==> config.mk <==
export PLATFORM = sky130hd
export DESIGN_NAME = uci_bestmove_emitter
export DESIGN_NICKNAME = d
export VERILOG_FILES = /design/src/rtl/uci_bestmove_emitter.sv
export SDC_FILE = /design/constraint.sdc
export NUM_CORES = 1
export LEC_CHECK = 0
export ABC_AREA = 1
export CAP_MARGIN = 40
export CORE_MARGIN = 2
export CORE_UTILIZATION = 56
export CTS_CLUSTER_DIAMETER = 120
export CTS_CLUSTER_SIZE = 30
export DETAILED_ROUTE_END_ITERATION = 8
export PLACE_DENSITY = 0.79
export RECOVER_POWER = 100
export SYNTH_ARGS = -nofsm -noshare
export SYNTH_HDL_FRONTEND = slang
export SYNTH_SLANG_ARGS = --single-unit
==> constraint.sdc <==
create_clock -name clk_in -period 2 [get_ports clk_in]
set_input_delay 0.4 -clock clk_in [delete_from_list [all_inputs] [get_ports clk_in]]
set_output_delay 0.4 -clock clk_in [all_outputs]
set_load 0.01 [all_outputs]
==> src/rtl/uci_bestmove_emitter.sv <==
// uci_bestmove_emitter
//   Serialises a best move from the engine coordinator as the ASCII UCI reply
//   "bestmove <uci-move>" plus a line terminator. The reply goes out one byte
//   at a time over a valid/ready handshake toward the UART transmitter.
//
// Parameters
//   STALL_LIMIT : cycles char_out_valid may wait on char_out_ready before the
//                 reply is aborted (0 = wait forever)
//   PENDING_EN  : 1 = hold one move that arrives while busy, 0 = drop it
//
// Build option
//   UCI_CRLF_EN : when defined the terminator is CR LF, otherwise LF only
//
// Ports
//   clk_in, rst_in           clock, synchronous active-high reset
//   move_from_in/move_to_in  squares, [2:0] file a..h, [5:3] rank 1..8
//   move_promo_in            0 none, 1 n, 2 b, 3 r, 4 q, 5-7 none
//   move_valid_in            one-cycle strobe for the move fields
//   char_out/char_out_valid  byte source, held stable until accepted
//   char_out_ready           sink accept; transfer on valid && ready
//   busy_out                 reply in progress
//   drop_out                 one-cycle pulse, a move was discarded
//   stall_err_out            one-cycle pulse, reply aborted on stall
module uci_bestmove_emitter #(
  parameter int STALL_LIMIT = 0,
  parameter int PENDING_EN  = 1
) (
  input  logic       clk_in,
  input  logic       rst_in,
  input  logic [5:0] move_from_in,
  input  logic [5:0] move_to_in,
  input  logic [2:0] move_promo_in,
  input  logic       move_valid_in,
  output logic [7:0] char_out,
  output logic       char_out_valid,
  input  logic       char_out_ready,
  output logic       busy_out,
  output logic       drop_out,
  output logic       stall_err_out
);

  localparam int SW = (STALL_LIMIT > 0) ? $clog2(STALL_LIMIT + 1) : 1;

`ifdef UCI_CRLF_EN
  localparam logic [3:0] EOL_LAST = 4'd1;
`else
  localparam logic [3:0] EOL_LAST = 4'd0;
`endif

  typedef enum logic [1:0] {IDLE, PREFIX, MOVE, EOL} state_t;

  // Promotion only counts for a real move with a code of 1..4.
  function automatic logic [2:0] norm_promo(input logic [5:0] from,
                                            input logic [5:0] to,
                                            input logic [2:0] promo);
    if (from == to || promo == 3'd0 || promo > 3'd4) return 3'd0;
    return promo;
  endfunction

  state_t     state, state_nxt;
  logic [3:0] idx, idx_nxt;
  logic [5:0] from_q, to_q;
  logic [2:0] promo_q;
  logic       pend_q;
  logic [5:0] pfrom_q, pto_q;
  logic [2:0] ppromo_q;
  logic       valid_q, valid_nxt;
  logic [SW-1:0] stall_q;
  logic       drop_q, stall_err_q;

  logic       xfer, stall_abort, eol_done;
  logic       load_in, load_pend, store_pend, drop;
  logic [3:0] move_last;
  logic [5:0] sq;
  logic [7:0] char_cur;

  assign xfer        = valid_q && char_out_ready;
  assign stall_abort = (STALL_LIMIT > 0) && valid_q && !char_out_ready &&
                       (stall_q == SW'(STALL_LIMIT));
  assign eol_done    = xfer && (state == EOL) && (idx == EOL_LAST);
  assign move_last   = (promo_q != 3'd0) ? 4'd4 : 4'd3;

  // A strobe is taken straight into the working fields only when idle with
  // nothing pending; otherwise it competes for the single pending slot. The
  // slot is free this cycle if its current occupant is being started.
  assign load_in    = (state == IDLE) && !pend_q && move_valid_in;
  assign load_pend  = pend_q && ((state == IDLE) || eol_done);
  assign store_pend = move_valid_in && !load_in && (PENDING_EN != 0);
  assign drop       = move_valid_in && !load_in &&
                      ((PENDING_EN == 0) || (pend_q && !load_pend));

  // NOTE: every combinational output gets a default before the case so no
  // path leaves it unassigned, which would otherwise infer a latch.
  always_comb begin : next_state_logic
    state_nxt = state;
    idx_nxt   = idx;
    case (state)
      IDLE: begin
        if (pend_q || move_valid_in) begin
          state_nxt = PREFIX;
          idx_nxt   = '0;
        end
      end
      default: begin
        if (stall_abort) begin
          state_nxt = IDLE;
          idx_nxt   = '0;
        end else if (xfer) begin
          case (state)
            PREFIX: begin
              if (idx == 4'd8) begin
                state_nxt = MOVE;
                idx_nxt   = '0;
              end else begin
                idx_nxt = idx + 4'd1;
              end
            end
            MOVE: begin
              if (idx == move_last) begin
                state_nxt = EOL;
                idx_nxt   = '0;
              end else begin
                idx_nxt = idx + 4'd1;
              end
            end
            default: begin
              if (idx == EOL_LAST) begin
                state_nxt = pend_q ? PREFIX : IDLE;
                idx_nxt   = '0;
              end else begin
                idx_nxt = idx + 4'd1;
              end
            end
          endcase
        end
      end
    endcase
    // Valid comes up one cycle after leaving IDLE and stays up when a pending
    // reply follows directly, so back-to-back replies need no bubble.
    valid_nxt = (state != IDLE) && (state_nxt != IDLE);
  end

  always_comb begin : char_select
    char_cur = 8'h00;
    sq       = (idx < 4'd2) ? from_q : to_q;
    case (state)
      PREFIX: begin
        case (idx)
          4'd0:    char_cur = 8'h62;
          4'd1:    char_cur = 8'h65;
          4'd2:    char_cur = 8'h73;
          4'd3:    char_cur = 8'h74;
          4'd4:    char_cur = 8'h6D;
          4'd5:    char_cur = 8'h6F;
          4'd6:    char_cur = 8'h76;
          4'd7:    char_cur = 8'h65;
          default: char_cur = 8'h20;
        endcase
      end
      MOVE: begin
        if (idx == 4'd4) begin
          case (promo_q)
            3'd1:    char_cur = 8'h6E;
            3'd2:    char_cur = 8'h62;
            3'd3:    char_cur = 8'h72;
            default: char_cur = 8'h71;
          endcase
        end else if (from_q == to_q) begin
          char_cur = 8'h30;
        end else if (!idx[0]) begin
          char_cur = 8'h61 + {5'b0, sq[2:0]};
        end else begin
          char_cur = 8'h31 + {5'b0, sq[5:3]};
        end
      end
      EOL: begin
`ifdef UCI_CRLF_EN
        char_cur = (idx == 4'd0) ? 8'h0D : 8'h0A;
`else
        char_cur = 8'h0A;
`endif
      end
      default: char_cur = 8'h00;
    endcase
  end

  // NOTE: sequential state uses non-blocking assignments so every register
  // samples the pre-edge values regardless of statement order.
  always_ff @(posedge clk_in) begin
    if (rst_in) begin
      state       <= IDLE;
      idx         <= '0;
      valid_q     <= 1'b0;
      stall_q     <= '0;
      drop_q      <= 1'b0;
      stall_err_q <= 1'b0;
      pend_q      <= 1'b0;
      from_q      <= '0;
      to_q        <= '0;
      promo_q     <= '0;
      pfrom_q     <= '0;
      pto_q       <= '0;
      ppromo_q    <= '0;
    end else begin
      state       <= state_nxt;
      idx         <= idx_nxt;
      valid_q     <= valid_nxt;
      drop_q      <= drop;
      stall_err_q <= stall_abort;

      if (!valid_q || xfer || stall_abort) stall_q <= '0;
      else if (STALL_LIMIT > 0)            stall_q <= stall_q + SW'(1);

      if (load_pend) begin
        from_q  <= pfrom_q;
        to_q    <= pto_q;
        promo_q <= norm_promo(pfrom_q, pto_q, ppromo_q);
      end else if (load_in) begin
        from_q  <= move_from_in;
        to_q    <= move_to_in;
        promo_q <= norm_promo(move_from_in, move_to_in, move_promo_in);
      end

      if (store_pend) begin
        pend_q   <= 1'b1;
        pfrom_q  <= move_from_in;
        pto_q    <= move_to_in;
        ppromo_q <= move_promo_in;
      end else if (load_pend) begin
        pend_q <= 1'b0;
      end
    end
  end

  assign char_out       = valid_q ? char_cur : 8'h00;
  assign char_out_valid = valid_q;
  assign busy_out       = (state != IDLE);
  assign drop_out       = drop_q;
  assign stall_err_out  = stall_err_q;

endmodule

==> results.json, run 1 <==
{
  "combPwrFrac_pct": 26.3,
  "drt_wl_total_mm": 7.54,
  "routabilityCongestion": 1.00,
  "drive_above_1_share_pct": 27.6,
  "placementRows": 25,
  "violations": "setup timing",
  "route.detailed.drc": 0,
  "initial_core_util_pct": 58.2,
  "worst_skew_pair.late_latency_ns": 0.30,
  "fill_cells": 344,
  "syn_to_final_growth_pct": 36.7,
  "max_freq_ghz": 0.430,
  "multi_input_area_sq_um": 1770,
  "fin_tns_setup_ns": -1.63,
  "p_leak_uw": 0.00181,
  "cts.clk_slew.worst_paths_ns": 0.08,
  "num_vias": 3075,
  "yosysTopAreaCell": "dfxtp_1",
  "regArea_sq_um": 917,
  "layout_setup_ws_ns": -0.327,
  "netlist_instances": 435,
  "syn_area_per_cell_sq_um": 6.36,
  "io_pins": 31,
  "ant_nets": 0,
  "final_common_cell": "nand2_1",
  "synth_area_sq_um": 2770,
  "drv_cap": 0,
  "hold_path_class": "flip-flop to flip-flop",
  "antenna_found_initial": 0,
  "root_buffer": "clkbuf_8",
  "finClkSkew_ns": 0.00875,
  "grt_pass1_wl_mm": 11.6,
  "diodes": 0,
  "end_kind": "output pin",
  "p_clk_share_pct": 31.9,
  "cts_sinks": 44,
  "dp_cells": 556,
  "power_switching_uw": 751,
  "dp_hpwl_mm": 5.10,
  "grt_max_degree": 30,
  "crit_arrival_ns": 1.93,
  "yosysWarningCount": 0,
  "holdWs_ns": 0.488,
  "die_h_um": 74.3,
  "layout_common_cells": "nand2_1, inv_1, buf_4",
  "hold_viol": 0,
  "layout_min_cycle_time_ns": 2.33,
  "grt-ovfl-total": 0,
  "synth.area.top_cells": "dfxtp_1, nand2_1, inv_1, nand3_1, a21oi_1",
  "yosysTopAreaCellShare_pct": 31.8,
  "intPower_uw": 1720,
  "cts_tree": "yes",
  "critPathKind": "flip-flop to output pin",
  "layout.nets": 534,
  "cts_buffer_depth": 2,
  "die_x_um": 74.3,
  "htreeDepth": 2,
  "fp.dieArea_sq_um": 5520,
  "start_kind": "flip-flop",
  "yosysUniqueCellTypes": 29,
  "fp.coreArea_sq_um": 4750,
  "drv_slew": 0,
  "power_density_nw_per_um2": 653,
  "first_pass_iters": 5,
  "drt-initial-drc-count": 268,
  "crit_required_ns": 1.60,
  "rsz0062_at_grt": "true",
  "seqPwrFrac_pct": 41.8,
  "period_share_pct": 116,
  "cts_buffers": 5,
  "routedWlPerCell_um": 13.1,
  "grt_pass1_vias": 2660,
  "place_worst_setup_slack_ns": -0.415,
  "vias_per_cell": 5.36,
  "yosysSeqAreaShare_pct": 31.8,
  "sw_frac_of_total_pct": 30.4,
  "status": "complete, but fails checks",
  "fin_util_pct": 79.6,
  "ys_ff_latch": 44,
  "grt_usage_pct": 27.4,
  "finalNonFillerCells": 574,
  "io_buffers": 28,
  "worst-path-max-fanout": 6,
  "setup_viol": 18,
  "vdd_drop_max_mv": 0.496
}
routing by layer:
metal	track usage, %	share of wire (%)
met4	8.33	1.4
met3	5.01	5.5
met5	0	0
met2	44.7	47
met1	37.1	46
power by group through the flow:
stage	Combinational [uW]	Clock (uW)	Sequential (uW)
3_3_place_gp	552	0	1030
6_report	649	789	1030
2_1_floorplan	402	0	1020
4_1_cts	591	806	1020
3_5_place_dp	564	0	1040
5_1_grt	726	832	1040
Yosys cell counts:
| cell type | n |
|---|---|
| a31oi_1 | 3 |
| buf_6 | 4 |
| buf_8 | 1 |
| nand2_4 | 2 |
| inv_2 | 2 |
| conb_1 | 1 |
| inv_1 | 57 |
| buf_2 | 3 |
| clkbuf_1 | 5 |
| nand3_1 | 41 |
| dfxtp_1 | 44 |
| a21oi_2 | 7 |
| o21ai_1 | 19 |
| clkbuf_2 | 1 |
| o21ai_2 | 2 |
| nor2_1 | 34 |
| buf_4 | 2 |
| nor2_4 | 1 |
| nor3_1 | 2 |
| ha_1 | 8 |
| nand2_1 | 116 |
| o211ai_1 | 1 |
| o21ai_0 | 25 |
| a21oi_1 | 37 |
| nand2_2 | 1 |
| xor2_1 | 6 |
| o31ai_1 | 1 |
| xnor2_1 | 1 |
| nand4_1 | 8 |
per-stage QoR:
step	total power, uW	cell area [sq um]
2_1_floorplan	1420	2770
3_3_place_gp	1590	3340
3_5_place_dp	1600	3340
4_1_cts	2420	3610
5_1_grt	2600	3780
6_report	2470	3780
layout make-up:
cell class | instances | share of cell area (%)
clock buffers | 5 | 1.82
clock inverters | 2 | 1.59
inverters | 59 | 6.05
multi-input cells | 317 | 46.7
flip-flops and latches | 44 | 24.2
well taps | 67 | 2.22
repair buffers | 79 | 17.2
repair inverters | 1 | 0.198
logic make-up after synthesis:
logic type / synth area share, %
AND/OR/NAND/NOR: 31.4
AO/OA/AOI/OAI: 18.7
buffers and inverters: 12.1
flip-flops: 31.8
adder cells (fa/ha/maj): 3.62
XOR/XNOR: 2.22
other: 0.135
worst max-delay path: stages, from the launching register on:
cell and delay [ns]:
dfxtp_2 0.35, nor2_4 0.17, nand2_4 0.10, nand2_2 0.07, nand3_2 0.07, nand2_2 0.09
inv_2 0.06, ha_4 0.16, nand3_1 0.09, nand3_1 0.08, nand2_1 0.06, nand2_1 0.05
a21oi_1 0.13, buf_2 0.15
worst paths after layout:
check	cells after the start	start	endpoint	slack, ns
setup / recovery	13	idx[3]	char_out[2]	-0.33
hold / removal	2	pto_q[2]	pto_q[2]	0.49
setup reg to reg	11	idx[3]	promo_q[2]	-0.09
hold reg to reg	2	pto_q[2]	pto_q[2]	0.49
repair_timing:
| action | 4_1_cts | 5_1_grt |
|---|---|---|
| hold buffers | 0 | 0 |
| cloned | 1 | 0 |
| pin swaps | 15 | 17 |
| hold endpoints to repair | 0 | 0 |
| resized for setup | 68 | 42 |
| setup buffers | 5 | 5 |
| setup endpoints to repair | 9 | 8 |
No activity file was read; power rests on OpenSTA's default activity.
==> inputs of run 2 (changes only) <==
--- a/config.mk
+++ b/config.mk
@@ -10,7 +10,7 @@
 export CORE_MARGIN = 2
 export CORE_UTILIZATION = 56
 export CTS_CLUSTER_DIAMETER = 120
-export CTS_CLUSTER_SIZE = 30
+export CTS_CLUSTER_SIZE = 20
 export DETAILED_ROUTE_END_ITERATION = 8
 export PLACE_DENSITY = 0.79
 export RECOVER_POWER = 100
==> results of run 2 <==
No change in the layout: final DEF, timing and power equal those of run 1.
